[src/rtl/dmg_irq_pkg.sv]
// Shared constants, state encoding and vector helper for the DMG interrupt controller.
package dmg_irq_pkg;

    localparam int IRQ_NUM    = 5;

    // Request source indices, lowest index has highest priority
    localparam int IRQ_VBLANK = 0;
    localparam int IRQ_STAT   = 1;
    localparam int IRQ_TIMER  = 2;
    localparam int IRQ_SERIAL = 3;
    localparam int IRQ_JOYPAD = 4;

    // Dispatch vector low bytes
    localparam logic [7:0] VEC_VBLANK = 8'h40;
    localparam logic [7:0] VEC_STAT   = 8'h48;
    localparam logic [7:0] VEC_TIMER  = 8'h50;
    localparam logic [7:0] VEC_SERIAL = 8'h58;
    localparam logic [7:0] VEC_JOYPAD = 8'h60;
    localparam logic [7:0] VEC_CANCEL = 8'h00;

    // Register bus selects
    localparam logic REG_IF = 1'b0;
    localparam logic REG_IE = 1'b1;

    typedef enum logic [1:0] {
        IDLE   = 2'd0,
        ACKED  = 2'd1,
        VECOUT = 2'd2
    } irq_state_t;

    // Vector for a source index: base plus eight bytes per source
    function automatic logic [7:0] irq_vector(input logic [2:0] idx);
        return VEC_VBLANK + {2'b00, idx, 3'b000};
    endfunction

endpackage

[src/rtl/dmg_irq_prio.sv]
// Fixed-priority encoder: reports whether any source is pending and the lowest pending index.
module dmg_irq_prio
    import dmg_irq_pkg::*;
(
    input  logic [IRQ_NUM-1:0] pend,
    output logic               any,
    output logic [2:0]         index
);

    // Scan from the highest index down so the lowest set bit is the last one written
    always_comb begin
        any   = |pend;
        index = 3'd0;
        for (int i = IRQ_NUM - 1; i >= 0; i--) begin
            if (pend[i]) begin
                index = 3'(i);
            end
        end
    end

endmodule

[src/rtl/dmg_irq_ctrl.sv]
// DMG interrupt controller: IF/IE registers, IME with delayed EI, and a two-phase dispatch handshake.
module dmg_irq_ctrl
    import dmg_irq_pkg::*;
(
    input  logic       CLK,
    input  logic       nRESET,
    input  logic [4:0] IRQ_REQ,
    input  logic       REG_SEL,
    input  logic       REG_WR,
    input  logic [7:0] REG_WDATA,
    output logic [7:0] REG_RDATA,
    input  logic       EI,
    input  logic       DI,
    input  logic       RETI,
    input  logic       INSTR_DONE,
    input  logic       INT_ACK,
    input  logic       VEC_REQ,
    output logic       INT_PEND,
    output logic       WAKE,
    output logic       STOP_WAKE,
    output logic [7:0] VECTOR,
    output logic       VEC_VALID
);

    logic [IRQ_NUM-1:0] if_reg, if_next;
    logic [7:0]         ie_reg;
    logic               ime_reg, ime_next;
    logic               ei_armed_reg, ei_armed_next;
    irq_state_t         state_reg, state_next;
    logic [7:0]         vector_reg;

    logic [IRQ_NUM-1:0] pending;
    logic               pend_any;
    logic [2:0]         pend_idx;
    logic               ack_accept;
    logic               vec_take;
    logic [IRQ_NUM-1:0] dispatch_clr;
    logic               if_wr;
    logic               ie_wr;

    assign pending = if_reg & ie_reg[IRQ_NUM-1:0];

    dmg_irq_prio u_prio (
        .pend  (pending),
        .any   (pend_any),
        .index (pend_idx)
    );

    assign if_wr      = REG_WR & (REG_SEL == REG_IF);
    assign ie_wr      = REG_WR & (REG_SEL == REG_IE);
    assign ack_accept = INT_ACK & INT_PEND;
    assign vec_take   = (state_reg == ACKED) & VEC_REQ;

    // One-hot clear of the selected source, only when something is actually pending
    assign dispatch_clr = (vec_take && pend_any) ? IRQ_NUM'(5'b00001 << pend_idx) : '0;

    // Per-bit IF update: write, then dispatch clear, then a new request always wins
    generate
        for (genvar gi = 0; gi < IRQ_NUM; gi++) begin : g_if_bit
            assign if_next[gi] = ((if_wr ? REG_WDATA[gi] : if_reg[gi]) & ~dispatch_clr[gi])
                               | IRQ_REQ[gi];
        end
    endgenerate

    // Master enable: ack > DI > RETI > EI > promotion of an EI armed in an earlier cycle
    always_comb begin
        ime_next      = ime_reg;
        ei_armed_next = ei_armed_reg;
        if (ack_accept) begin
            ime_next      = 1'b0;
            ei_armed_next = 1'b0;
        end else if (DI) begin
            ime_next      = 1'b0;
            ei_armed_next = 1'b0;
        end else if (RETI) begin
            ime_next      = 1'b1;
            ei_armed_next = 1'b0;
        end else if (EI) begin
            ei_armed_next = 1'b1;
        end else if (ei_armed_reg && INSTR_DONE) begin
            ime_next      = 1'b1;
            ei_armed_next = 1'b0;
        end
    end

    // Dispatch FSM next state
    always_comb begin
        state_next = state_reg;
        case (state_reg)
            IDLE:    if (ack_accept) state_next = ACKED;
            ACKED:   if (VEC_REQ)    state_next = VECOUT;
            VECOUT:                  state_next = IDLE;
            default:                 state_next = IDLE;
        endcase
    end

    // Dispatch FSM outputs and status lines
    always_comb begin
        INT_PEND  = ime_reg & (|pending) & (state_reg == IDLE);
        VEC_VALID = (state_reg == VECOUT);
    end

    // All controller state, cleared by the active-low synchronous reset
    always_ff @(posedge CLK) begin
        if (!nRESET) begin
            if_reg       <= '0;
            ie_reg       <= 8'h00;
            ime_reg      <= 1'b0;
            ei_armed_reg <= 1'b0;
            state_reg    <= IDLE;
            vector_reg   <= VEC_CANCEL;
        end else begin
            if_reg       <= if_next;
            ime_reg      <= ime_next;
            ei_armed_reg <= ei_armed_next;
            state_reg    <= state_next;
            if (ie_wr) begin
                ie_reg <= REG_WDATA;
            end
            if (vec_take) begin
                vector_reg <= pend_any ? irq_vector(pend_idx) : VEC_CANCEL;
            end
        end
    end

    assign WAKE      = |pending;
    assign STOP_WAKE = IRQ_REQ[IRQ_JOYPAD];
    assign VECTOR    = vector_reg;
    assign REG_RDATA = (REG_SEL == REG_IE) ? ie_reg : {3'b111, if_reg};

endmodule
[config.mk]
export PLATFORM = sky130hd
export DESIGN_NAME = dmg_irq_ctrl
export DESIGN_NICKNAME = d
export VERILOG_FILES = /design/src/rtl/dmg_irq_pkg.sv /design/src/rtl/dmg_irq_prio.sv /design/src/rtl/dmg_irq_ctrl.sv
export SDC_FILE = /design/constraint.sdc
export NUM_CORES = 1
export LEC_CHECK = 0
export BUFFER_PORTS_ARGS = -buffer_cell sky130_fd_sc_hd__buf_4
export CAP_MARGIN = 5
export CELL_PAD_IN_SITES_DETAIL_PLACEMENT = 1
export CELL_PAD_IN_SITES_GLOBAL_PLACEMENT = 2
export CORE_MARGIN = 2
export CORE_UTILIZATION = 24
export DETAILED_ROUTE_END_ITERATION = 12
export MAX_ROUTING_LAYER = met4
export PLACE_DENSITY_LB_ADDON = 0.08
export SYNTH_ARGS = -nofsm -noshare
export SYNTH_HDL_FRONTEND = slang
export SYNTH_SLANG_ARGS = --single-unit
[constraint.sdc]
create_clock -name CLK -period 1.5 [get_ports CLK]
set_clock_uncertainty 0.2 [all_clocks]
set_input_delay 0 -clock CLK [delete_from_list [all_inputs] [get_ports CLK]]
set_output_delay 0 -clock CLK [all_outputs]
set_load 0.005 [all_outputs]
Word level (Yosys, flattened, before mapping)
Index checks and enable logic that the tools add are counted.
Storage, ports and cells
  flip-flop bits (word level): 25
  bits of input ports: 23
  word-level logic and storage cells: 68
Operators by class
  bitwise operators: 24
  reductions and logical operators: 10
  equality and inequality tests: 5
  mux-type cells: 21
  shift-type cells: 1
  $add $sub $neg: 1
Operators with widths (count)
  $mux 8: 2
  $mux 3: 5
  $and 1x1->1: 11
  $mux 1: 10
  $add 7x6->8 const A: 1
  $not 1->1: 7
  $and 5x5->5: 1
  $mux 5: 1
  $or 1x1->1: 5
  $reduce_or 5->1: 1
  $shl 1x3->5 const A: 1
  $mux 2: 2
  $ne 2x2->1 const B: 2
  $pmux 2 s2: 1
  $reduce_and 2->1: 2
  $reduce_bool 2->1: 2
  $reduce_or 4->1: 1
  $reduce_or 3->1: 1
  $eq 2x1->1 const B: 1
  $eq 2x2->1 const B: 1
  $logic_and 1x1->1: 2
  $logic_not 2->1: 1
  $ne 2x1->1 const B: 1

Depth between registers and ports, before layout
Gate-level depths: netlist of run 1.
  depth in word-level cells: 11
  gate-level depth with buffers: 6
  depth with buffers taken out: 4

By module
Synthesis of run 1 repeated with hierarchy kept, for this count alone.
Second synthesis, totals
  cell total of the unflattened synthesis: 127
  area total of the unflattened synthesis: 1148.6 µm²
By module, submodules not included
  dmg_irq_ctrl: instances 1, area an instance 1099.8 µm², cells each 119
  dmg_irq_prio: instances 1, area an instance 48.8 µm², cells each 8

Least setup slack after synthesis of run 1
No wires, ideal clock.
  kind: register to register
  from: register if_reg[3]
  to: register ei_armed_reg
  path buffers: 0
  setup time: 73 ps
  data required time: 1227 ps
  arrival: 1166 ps
  slack: 61 ps
  cell stages (with the launch flop): 5
  cell sequence: dfxtp_1 a22oi_2 a31oi_1 or3b_4 nor3_2
Between the ends
  word-level cells in the longest chain between the ends: 6
RTL lines
  start: declaration: line dmg_irq_ctrl.sv:25  | logic [IRQ_NUM-1:0] if_reg, if_next;
  start signal: assignment: line dmg_irq_ctrl.sv:113  | if_reg <= if_next;
  $and 5x5->5: line dmg_irq_ctrl.sv:41  | assign pending = if_reg & ie_reg[IRQ_NUM-1:0];
  $reduce_or 5->1: line dmg_irq_ctrl.sv:99  | INT_PEND = ime_reg & (|pending) & (state_reg == IDLE);
  $and 1x1->1 (2 in series): line dmg_irq_ctrl.sv:99
  $and 1x1->1: line dmg_irq_ctrl.sv:51  | assign ack_accept = INT_ACK & INT_PEND;
  $reduce_or 4->1 (no source line)
  end signal: assignment: line dmg_irq_ctrl.sv:115  | ei_armed_reg <= ei_armed_next;
  end: declaration: line dmg_irq_ctrl.sv:28  | logic ei_armed_reg, ei_armed_next;
No other way between the ends.
A chain may end at the register's enable or synchronous reset.

Worst setup path after layout of run 1
  from: register ie_reg[1]
  to: register ei_armed_reg
Between the ends
  word-level cells in the longest chain between the ends: 6
RTL lines
  start: declaration: line dmg_irq_ctrl.sv:26  | logic [7:0] ie_reg;
  start signal: assignment: line dmg_irq_ctrl.sv:107  | ie_reg <= 8'h00;
  start signal: assignment: line dmg_irq_ctrl.sv:118  | ie_reg <= REG_WDATA;
  $and 5x5->5: line dmg_irq_ctrl.sv:41
  $reduce_or 5->1: line dmg_irq_ctrl.sv:99
  $and 1x1->1 (2 in series): line dmg_irq_ctrl.sv:99
  $and 1x1->1: line dmg_irq_ctrl.sv:51
  $reduce_or 4->1 (no source line)
No other way between the ends.

==> results of run 1 <==
-- Yosys cell counts (2+ instances only) --
library cell,n
dfxtp_1,21
a21boi_0,10
mux2_2,5
nor4bb_1,2
o21ai_0,3
nand2_1,15
buf_4,5
nand3_1,10
clkbuf_1,3
inv_1,3
a31oi_1,4
mux2i_1,4
a21oi_1,3
and2_1,2
o21a_1,4
nor2_1,3
a22oi_2,2
buf_6,2
nand2b_1,3
nand3b_1,2
-- worst min path at each step --
stage | startpoint | end | cells past startpoint
after detailed placement | RETI | ei_armed_reg$_SDFFE_PP0P_ | 2
final | INT_ACK | state_reg[0]$_SDFFE_PN0P_ | 4
after floorplan | RETI | ei_armed_reg$_SDFFE_PP0P_ | 1
after CTS | INT_ACK | state_reg[0]$_SDFFE_PN0P_ | 4
after global placement | RETI | ei_armed_reg$_SDFFE_PP0P_ | 2
after global routing | INT_ACK | state_reg[0]$_SDFFE_PN0P_ | 4
-- power by group through the flow --
stage	clock (W)	combinational (W)	sequential (W)
floorplan	0	0.000118	0.000610
global placement	0	0.000227	0.000609
detailed placement	0	0.000229	0.000610
CTS	0.000392	0.000296	0.000597
global route	0.000418	0.000342	0.000599
finish	0.000370	0.000311	0.000597
-- per-stage QoR --
step           TNS (ns)  power (W)  std cells  setup slack, ns
6_report         -0.213    0.00128        252          -0.0937
4_1_cts          -0.261    0.00128        248           -0.111
3_5_place_dp    -0.0586   0.000839        213          -0.0586
2_1_floorplan         0   0.000728        123           0.0606
5_1_grt          -0.664    0.00136        252           -0.178
3_3_place_gp   -0.00576   0.000836        213         -0.00576
-- metal layers --
layer | track usage | vias to the layer above | routed length [um]
li1 | - | 575 | -
met1 | 0.172 | 544 | 1560
met2 | 0.263 | 28 | 1760
met3 | 0.0211 | 4 | 115
met4 | 0.0377 | 0 | 21
met5 | - | - | 0
-- cell type report --
cell class,instances,share of cell area
flip-flops and latches,21,0.226
repair buffers,84,0.371
clock buffers,4,0.0238
inverters,3,0.00596
well taps,52,0.0344
multi-input cells,88,0.339
-- worst max-delay path: stages, from the launching register on --
cell,delay [ns]
dfxtp_2,0.33
a22oi_2,0.25
a31oi_2,0.15
or3b_4,0.42
nor3_2,0.18
-- cells by family (layout without fill, tap and decap cells) --
logic type,count (synthesis),after routing
buffers and inverters,14,91
flip-flops,21,21
multiplexers,10,10
AND/OR/NAND/NOR,44,44
other,1,4
AO/OA/AOI/OAI,30,30
-- repair_timing --
action                                  4_1_cts  5_1_grt
cloned                                        0        0
endpoints found under the setup margin        4        7
hold buffers                                 28        0
pin swaps                                     0        7
hold endpoints to repair                     22        0
setup buffers                                 3        4
resized for setup                             6        8
==> run_results.csv, run 1 <==
group,metric,value,unit
outcome,outcome,"finished, violations left",
outcome,violations,"negative setup slack",
finish,final_cell_mix,"buf_4, dlygate4sd3_1, dfxtp_1",
logic_synthesis,ys.flop_type,"dfxtp_1",
floorplanning,die_x,71.5,um
place,dpl-instance-area,1460,um^2
power_and_ir_drop,switching_power,0.000312,W
logic_synthesis,syn_area_per_cell,9.10,um^2
sta,rsz0062_at_grt,"true",
floorplanning,dieArea,5110,um^2
worst_setup_path,worstReg2RegEnd,"ei_armed_reg$_SDFFE_PP0P_",
floorplanning,core_area,4380,um^2
sta,slew_viol_final,0,
sta,period_needed,1.59,ns
detailed_routing,wl,3.46,mm
worst_setup_path,crit_start,"ie_reg[1]$_SDFFE_PN0P_",
power_and_ir_drop,power.density,677,nW/um^2
global_route,grt_pass1_wl,5.73,mm
sta,hold_viol,0,
detailed_routing,wire_per_inst,13.7,um
clock_network,cts_max_level,1,
finish,fin_area,1890,um^2
sta,setup_ws,-0.0937,ns
worst_setup_path,required,1.49,ns
clock_network,cts_buffers,3,
clock_network,clock_path_buffers,2,
finish,syn_to_final_growth,73.0,%
finish,final_util,0.431,
worst_setup_path,r2r-start,"ie_reg[1]$_SDFFE_PN0P_",
power_and_ir_drop,vdd_drop_max,0.000357,V
logic_synthesis,async_flop_share,0,
finish,fin_nets,224,
global_route,grt_usage,0.147,
power_and_ir_drop,p_clk_frac,0.290,
worst_setup_path,reg2reg_setup_slack,-0.09,ns
detailed_routing,drc,0,
clock_network,cts_root_buf,"clkbuf_8",
floorplanning,dieHeight,71.5,um
floorplanning,num_io_pins,43,
logic_synthesis,synth_edf_count,0,
logic_synthesis,synth_cells,120,
logic_synthesis,ys_ff_latch,21,
logic_synthesis,yosysTopAreaCell,"dfxtp_1",
sta,fin_crit_sh,1.06,
global_route,grt.overflow.total,0,
logic_synthesis,ys_seq_area_frac,0.385,
clock_network,clock-sinks,21,
logic_synthesis,synth_top_area_share,0.385,
global_route,grt_max_degree,22,
clock_network,clk_pin_slew_worst_paths,0.08,ns
floorplanning,rows,24,
logic_synthesis,syn-cell-area,1090,um^2
clock_network,cts_tree,"built",
finish,fillers,508,
clock_network,clk_latency,0.26,ns
run,max_cap_violations,0,
sta,fmax,627,MHz
sta,setup_violations,3,
logic_synthesis,yosys.area_share.xor_xnor,0,
floorplanning,start_util,0.249,
finish,diodes,0,
detailed_routing,antenna_left,0,
worst_setup_path,path_class,"flip-flop to flip-flop",
power_and_ir_drop,pwr-share-seq,0.467,
place,detailed_place_hpwl,2.38,mm
logic_synthesis,synth_top_family_by_area,"simple AND/OR/NAND/NOR gates",
finish,regArea,427,um^2
logic_synthesis,yosys_warnings,0,
detailed_routing,num_vias,1151,
logic_synthesis,synth_compound_area_frac,0.199,
worst_setup_path,arrival,1.58,ns
finish,largest_register_ffs,8,
global_route,grt_pass1_vias,1249,
worst_setup_path,cp-start-kind,"flip-flop",
sta,fin_hold_ws,0.0527,ns
logic_synthesis,synth.area.top_cells,"dfxtp_1, a21boi_0, mux2_2",
place,portBuffers,38,
detailed_routing,first_pass_iters,3,
power_and_ir_drop,p_comb_frac,0.243,
finish,drive_gt1_frac,0.410,
detailed_routing,viasPerCell,4.57,
place,gp_congestion,0.730,
logic_synthesis,synthAdderAreaFrac,0,
logic_synthesis,yosys.area_share.simple,0.230,
worst_setup_path,worstSetupEndpointType,"flip-flop",
worst_setup_path,reg2reg_depth,4,
logic_synthesis,ys_types,34,
hold_path,hold_class,"input pin to flip-flop",
global_route,antenna_found_initial,0,
finish,final_common_cell,"buf_4",
power_and_ir_drop,p_leak,0.827,nW
worst_setup_path,cp_max_fo,3,
finish,multi_input_area,641,um^2
worst_setup_path,crit_end,"ei_armed_reg$_SDFFE_PP0P_",
logic_synthesis,synthMuxAreaShare,0.102,
detailed_routing,initialDrtViolationCount,39,
power_and_ir_drop,p_int,0.000966,W
power_and_ir_drop,switching_share,0.244,
Note: power is estimated with default switching activity, not from simulation.
==> run 2, diff against run 1 <==
--- a/config.mk
+++ b/config.mk
@@ -5,13 +5,13 @@
 export SDC_FILE = /design/constraint.sdc
 export NUM_CORES = 1
 export LEC_CHECK = 0
-export BUFFER_PORTS_ARGS = -buffer_cell sky130_fd_sc_hd__buf_4
 export CAP_MARGIN = 5
 export CELL_PAD_IN_SITES_DETAIL_PLACEMENT = 1
 export CELL_PAD_IN_SITES_GLOBAL_PLACEMENT = 2
 export CORE_MARGIN = 2
-export CORE_UTILIZATION = 24
+export CORE_UTILIZATION = 30
 export DETAILED_ROUTE_END_ITERATION = 12
+export DONT_BUFFER_PORTS = 1
 export MAX_ROUTING_LAYER = met4
 export PLACE_DENSITY_LB_ADDON = 0.08
 export SYNTH_ARGS = -nofsm -noshare
==> run 2 against run 1 <==
Effect of this change: the run ends with negative hold slack, negative setup slack left; maximum frequency up 5.8%; global-route usage down 0.28 points; combinational power down 48%; core utilization down 3.5 points; worst setup slack better by 0.087 ns; critical path depth unchanged; die area down 19%; wire length down 20%; design area down 28%; highest routed layer unchanged; total power down 19%; critical path type is now flip-flop to primary output.
==> run_results.csv, run 2 (same netlist as run 1, synthesis figures left out) <==
group,metric,value,unit
outcome,outcome,"finished, violations left",
outcome,violations,"negative hold slack, negative setup slack",
finish,final_common_cell,"dfxtp_1",
place,dp.cells,172,
power_and_ir_drop,p_comb_frac,0.155,
clock_network,clock_path_buffers,2,
power_and_ir_drop,p_int,0.000779,W
detailed_routing,first_pass_iters,3,
power_and_ir_drop,vdd_drop_max,0.000435,V
global_route,grt.overflow.total,0,
global_route,grt_pass1_wl,4.46,mm
sta,setup_violations,2,
clock_network,clk_latency,0.31,ns
floorplanning,dieHeight,64.3,um
worst_setup_path,path_class,"flip-flop to primary output",
place,detailed_place_hpwl,2.03,mm
floorplanning,start_util,0.320,
worst_setup_path,worstReg2RegEnd,"ei_armed_reg$_SDFFE_PP0P_",
floorplanning,num_io_pins,43,
clock_network,cts_max_level,1,
hold_path,worstHoldEndpoint,"if_reg[1]$_SDFF_PN0_",
place,dpl-instance-area,1190,um^2
power_and_ir_drop,p_leak,0.562,nW
finish,final_util,0.396,
worst_setup_path,worstSetupEndpointType,"primary output",
clock_network,cts_root_buf,"clkbuf_4",
detailed_routing,top_layer_used,"met4",
global_route,antenna_found_initial,0,
worst_setup_path,reg2reg_depth,4,
detailed_routing,viasPerCell,4.88,
sta,hold_viol,26,
power_and_ir_drop,switching_share,0.251,
finish,syn_to_final_growth,23.7,%
worst_setup_path,arrival,1.31,ns
worst_setup_path,required,1.30,ns
worst_setup_path,cp_max_fo,3,
finish,stdcell_count,186,
clock_network,cts_buffers,3,
floorplanning,rows,21,
sta,setup_ws,-0.00644,ns
finish,largest_register_ffs,8,
finish,fin_nets,164,
sta,fmax,664,MHz
global_route,grt_usage,0.144,
detailed_routing,initialDrtViolationCount,26,
hold_path,min_path_cells,1,
detailed_routing,drc,0,
detailed_routing,wire_per_inst,15.0,um
worst_setup_path,r2r-start,"if_reg[1]$_SDFF_PN0_",
finish,fin_area,1350,um^2
worst_setup_path,reg2reg_setup_slack,0,ns
worst_setup_path,cp-start-kind,"flip-flop",
run,max_cap_violations,0,
place,gp_congestion,0.723,
detailed_routing,num_vias,907,
detailed_routing,wl,2.78,mm
detailed_routing,dr_wl_met2,1.39,mm
power_and_ir_drop,p_clk_frac,0.272,
global_route,grt_max_degree,22,
finish,final_cell_mix,"dfxtp_1, nand2_1, buf_4",
floorplanning,die_x,64.3,um
power_and_ir_drop,switching_power,0.000262,W
clock_network,cts_hold_buf,9,
sta,fin_crit_sh,1.00,
sta,rsz0062_at_grt,"true",
finish,diodes,0,
hold_path,worstHoldStart,"nRESET",
place,portBuffers,0,
sta,tns,-0.00964,ns
detailed_routing,antenna_left,0,
detailed_routing,wl_met3,162,um
finish,drive_gt1_frac,0.264,
sta,period_needed,1.51,ns
global_route,grt_pass1_vias,913,
power_and_ir_drop,power.density,770,nW/um^2
floorplanning,core_area,3420,um^2
floorplanning,dieArea,4140,um^2
sta,fin_hold_ws,-0.401,ns
clock_network,cts_tree,"built",
detailed_routing,wl_met1,1.21,mm
power_and_ir_drop,pwr-share-seq,0.573,
clock_network,clk_pin_slew_worst_paths,0.13,ns
sta,slew_viol_final,0,
clock_network,clock-sinks,21,
hold_path,hold_class,"input pin to flip-flop",
## run 2: cell count changes in the layout (fill, tap and decap cells not counted)
cell and delta:
nor2_1 +1, clkinv_2 +1, a21boi_2 -1, clkbuf_8 -3
clkbuf_4 +3, buf_4 -41, dfxtp_1 +3, nor2_4 -1
dlygate4sd3_1 -19, clkbuf_1 -1, dfxtp_2 -3, a21boi_0 +1
## run 2: worst max path at each step
stage / slack (ns) / to / from
2_1_floorplan: 0.06 / ei_armed_reg$_SDFFE_PP0P_ / if_reg[3]$_SDFF_PN0_
3_3_place_gp: 0.05 / ei_armed_reg$_SDFFE_PP0P_ / if_reg[1]$_SDFF_PN0_
3_5_place_dp: -0.008 / ei_armed_reg$_SDFFE_PP0P_ / if_reg[1]$_SDFF_PN0_
4_1_cts: -0.05 / ei_armed_reg$_SDFFE_PP0P_ / ie_reg[1]$_SDFFE_PN0P_
5_1_grt: -0.13 / ei_armed_reg$_SDFFE_PP0P_ / if_reg[1]$_SDFF_PN0_
6_report: -0.006 / INT_PEND / if_reg[1]$_SDFF_PN0_
## run 2: critical path, stage by stage (launching register included)
cell and delay, ns:
dfxtp_2 0.34, a22oi_2 0.24, buf_4 0.17, nand3_4 0.08, nor4bb_4 0.17
## run 2: layer usage
metal | vias up | global-route usage
met4 | 0 | 0.0239
met2 | 22 | 0.234
li1 | 455 | -
met5 | - | -
met3 | 2 | 0.0493
met1 | 428 | 0.176
## run 2: repair_timing
item / 4_1_cts / 5_1_grt
endpoints found under the setup margin: 2 / 4
endpoints found under the hold margin: 30 / 26
resized for setup: 5 / 2
pin swaps: 3 / 3
buffers inserted: 0 / 1
## run 2: through the flow
stage,total power [W],hold slack [ns],setup WS (ns)
global placement,0.000740,-0.200,0.0533
floorplan,0.000728,-0.130,0.0606
detailed placement,0.000742,-0.200,-0.00806
CTS,0.00106,-0.416,-0.0517
global route,0.00109,-0.429,-0.128
finish,0.00104,-0.401,-0.00644
## run 2: layout make-up
type / instances / area, um^2
flip-flops and latches: 21 / 423
fillers: 410 / 2060
multi-input cells: 88 / 629
clock buffers: 3 / 22.5
clock inverters: 1 / 5.00
well taps: 46 / 57.6
inverters: 3 / 11.3
repair buffers: 24 / 203
## run 2: power groups by stage
stage	clock network, W	registers (W)	logic [W]
final	0.000283	0.000596	0.000162
after global routing	0.000315	0.000600	0.000179
after CTS	0.000298	0.000596	0.000161
after detailed placement	0	0.000609	0.000134
after global placement	0	0.000608	0.000133
after floorplan	0	0.000610	0.000118
==> run 3, diff against run 2 <==
==> constraint.sdc (replaced) <==
create_clock -name CLK -period 1.78 [get_ports CLK]
set_clock_uncertainty 0.2 [all_clocks]
set_input_delay 0 -clock CLK [delete_from_list [all_inputs] [get_ports CLK]]
set_output_delay 0 -clock CLK [all_outputs]
set_load 0.005 [all_outputs]
==> run 3 against run 2 <==
Effect of this change: the flow now finishes without violations; via count grew 6.5%; sequential cell count is the same; count of clock-buffer cells in the layout grew 1; design area grew 10%; hold slack gained 0.54 ns; global-route usage grew 2.5 points; worst setup slack gained 0.042 ns; non-clock buffer count grew 13; cell count grew 7.0%; critical path type is now input pin to flip-flop; critical endpoint is now ie_reg[7]$_SDFFE_PN0P_; largest cell class unchanged.
==> run_results.csv, run 3 (same netlist as run 1, synthesis figures left out) <==
group,metric,value,unit
worst_setup_path,crit_path_frequent_cell,"dlygate4sd3_1",
clock_network,post_cts_buffers,0,
power_and_ir_drop,switching_share,0.261,
power_and_ir_drop,p_int,0.000678,W
sta,relSlewSlack,0.545,
detailed_routing,wire_per_inst,15.1,um
finish,diodes,0,
detailed_routing,first_pass_iters,4,
finish,syn_to_final_growth,36.1,%
clock_network,cts_max_level,1,
clock_network,clock_path_buffers,2,
global_route,grt_max_degree,22,
global_route,grt_pass1_vias,1025,
worst_setup_path,r2r-start,"if_reg[1]$_SDFF_PN0_",
worst_setup_path,path_class,"input pin to flip-flop",
floorplanning,die_x,64.3,um
worst_setup_path,slowest_stage,"dlygate4sd3_1",
place,portBuffers,0,
hold_path,hold_class,"input pin to flip-flop",
finish,final_common_cell,"dlygate4sd3_1",
global_route,grt_pass1_wl,5.18,mm
worst_setup_path,cp-start-kind,"input pin",
worst_setup_path,required,1.85,ns
detailed_routing,drc,0,
hold_path,min_path_cells,2,
detailed_routing,wl,3.01,mm
clock_network,clock-sinks,21,
sta,rsz0062_at_grt,"false",
global_route,grt.overflow.total,0,
place,detailed_place_hpwl,1.95,mm
worst_setup_path,path_buf_inv,3,
clock_network,cts_tree,"built",
power_and_ir_drop,switching_power,0.000239,W
finish,fin_nets,177,
finish,final_util,0.435,
sta,worst_pin_slew,0.683,ns
floorplanning,rows,21,
power_and_ir_drop,power.density,617,nW/um^2
floorplanning,num_io_pins,43,
sta,fin_crit_sh,0.980,
detailed_routing,viasPerCell,4.85,
sta,hold_viol,0,
run,max_cap_violations,0,
floorplanning,start_util,0.320,
finish,multi_input_area,598,um^2
worst_setup_path,worstSetupEndpointType,"flip-flop",
detailed_routing,num_vias,966,
power_and_ir_drop,p_clk_frac,0.267,
hold_path,worstHoldStart,"IRQ_REQ[0]",
floorplanning,core_area,3420,um^2
finish,regArea,423,um^2
sta,slew_viol_final,0,
finish,fillers,397,
floorplanning,dieHeight,64.3,um
power_and_ir_drop,p_leak,0.582,nW
worst_setup_path,arrival,1.81,ns
place,gp_congestion,0.718,
global_route,grt_usage,0.169,
global_route,antenna_found_initial,0,
power_and_ir_drop,vdd_drop_max,0.000277,V
sta,fin_hold_ws,0.138,ns
power_and_ir_drop,pwr-share-seq,0.555,
finish,largest_register_ffs,8,
clock_network,cts_buffers,3,
finish,drive_gt1_frac,0.131,
detailed_routing,initialDrtViolationCount,22,
sta,tns,0,ns
clock_network,cts_root_buf,"clkbuf_4",
sta,period_needed,1.74,ns
sta,fmax,573,MHz
power_and_ir_drop,p_comb_frac,0.177,
worst_setup_path,cp_max_fo,1,
finish,final_cell_mix,"dlygate4sd3_1, dfxtp_1, nand2_1",
worst_setup_path,worstReg2RegEnd,"ei_armed_reg$_SDFFE_PP0P_",
outcome,outcome,"finished clean",
worst_setup_path,cp_cell_sequence,"dlygate4sd3_1 -> nand3_1 -> dlygate4sd3_1 -> a21boi_1 -> dlygate4sd3_1",
worst_setup_path,reg2reg_setup_slack,0.21,ns
detailed_routing,antenna_left,0,
hold_path,worstHoldEndpoint,"if_reg[0]$_SDFF_PN0_",
clock_network,clk_latency,0.31,ns
worst_setup_path,crit_family,"buffers and inverters",
worst_setup_path,max_stage_delay,0.56,ns
sta,setup_violations,0,
worst_setup_path,reg2reg_depth,4,
clock_network,clk_pin_slew_worst_paths,0.12,ns
floorplanning,dieArea,4140,um^2
==> run 3: changes by cell type in the layout (fill, tap and decap cells not counted), sizes merged <==
cell and change:
buf -14, clkbuf +1, clkinv -1, dlygate4sd3 +26, dlymetal6s4s +1
==> run 3: how the worst max path moves through the flow <==
stage	from	endpoint	slack, ns	depth (start not counted)
floorplan	if_reg[3]$_SDFF_PN0_	ei_armed_reg$_SDFFE_PP0P_	0.34	4
global placement	if_reg[1]$_SDFF_PN0_	ei_armed_reg$_SDFFE_PP0P_	0.26	4
detailed placement	if_reg[3]$_SDFF_PN0_	ei_armed_reg$_SDFFE_PP0P_	0.23	4
CTS	REG_SEL	ie_reg[6]$_SDFFE_PN0P_	0.03	5
global route	ie_reg[0]$_SDFFE_PN0P_	REG_RDATA[0]	0.003	2
finish	REG_WDATA[7]	ie_reg[7]$_SDFFE_PN0P_	0.04	5
==> run 3: cell type report <==
type,count,area share
clock buffers,4,0.0177
multi-input cells,88,0.402
repair buffers,37,0.249
flip-flops and latches,21,0.285
inverters,3,0.00758
well taps,46,0.0387
==> run 3: what timing repair did <==
action | in CTS | in global routing
gates resized for setup | 0 | 6
hold buffers | 37 | 0
endpoints found under the hold margin | 30 | 0
endpoints found under the setup margin | 0 | 3
==> run 3: metrics by stage <==
step                      power [W]  instances  cell area (um^2)  worst slack, ns
after floorplan            0.000613        123              1100            0.341
after global placement     0.000603        159              1090            0.265
final                      0.000917        199              1490           0.0359
after global routing       0.000977        199              1490          0.00331
after detailed placement   0.000605        159              1090            0.228
after CTS                  0.000926        200              1490           0.0277
==> run 3: routing by layer <==
metal,global-route usage,vias to the layer above,wire [um]
li1,-,479,-
met1,0.223,461,1340
met3,0.0246,4,115
met5,-,-,0
met2,0.266,22,1520
met4,0.0559,0,28
==> run 3: worst register-to-register path, delay by kind of cell, from the launching register on <==
kind	cells	cell delay, ns
and+or+nand+nor	2	0.54
DFF	1	0.36
AOI/OAI and AO/OA	2	0.42
==> run 3: power groups by stage <==
| stage | Combinational, W | Sequential (W) | Clock [W] |
|---|---|---|---|
| after floorplan | 0.0000991 | 0.000514 | 0 |
| after global placement | 0.0000854 | 0.000518 | 0 |
| after detailed placement | 0.0000862 | 0.000519 | 0 |
| after CTS | 0.000164 | 0.000508 | 0.000254 |
| after global routing | 0.000180 | 0.000513 | 0.000284 |
| final | 0.000163 | 0.000509 | 0.000245 |
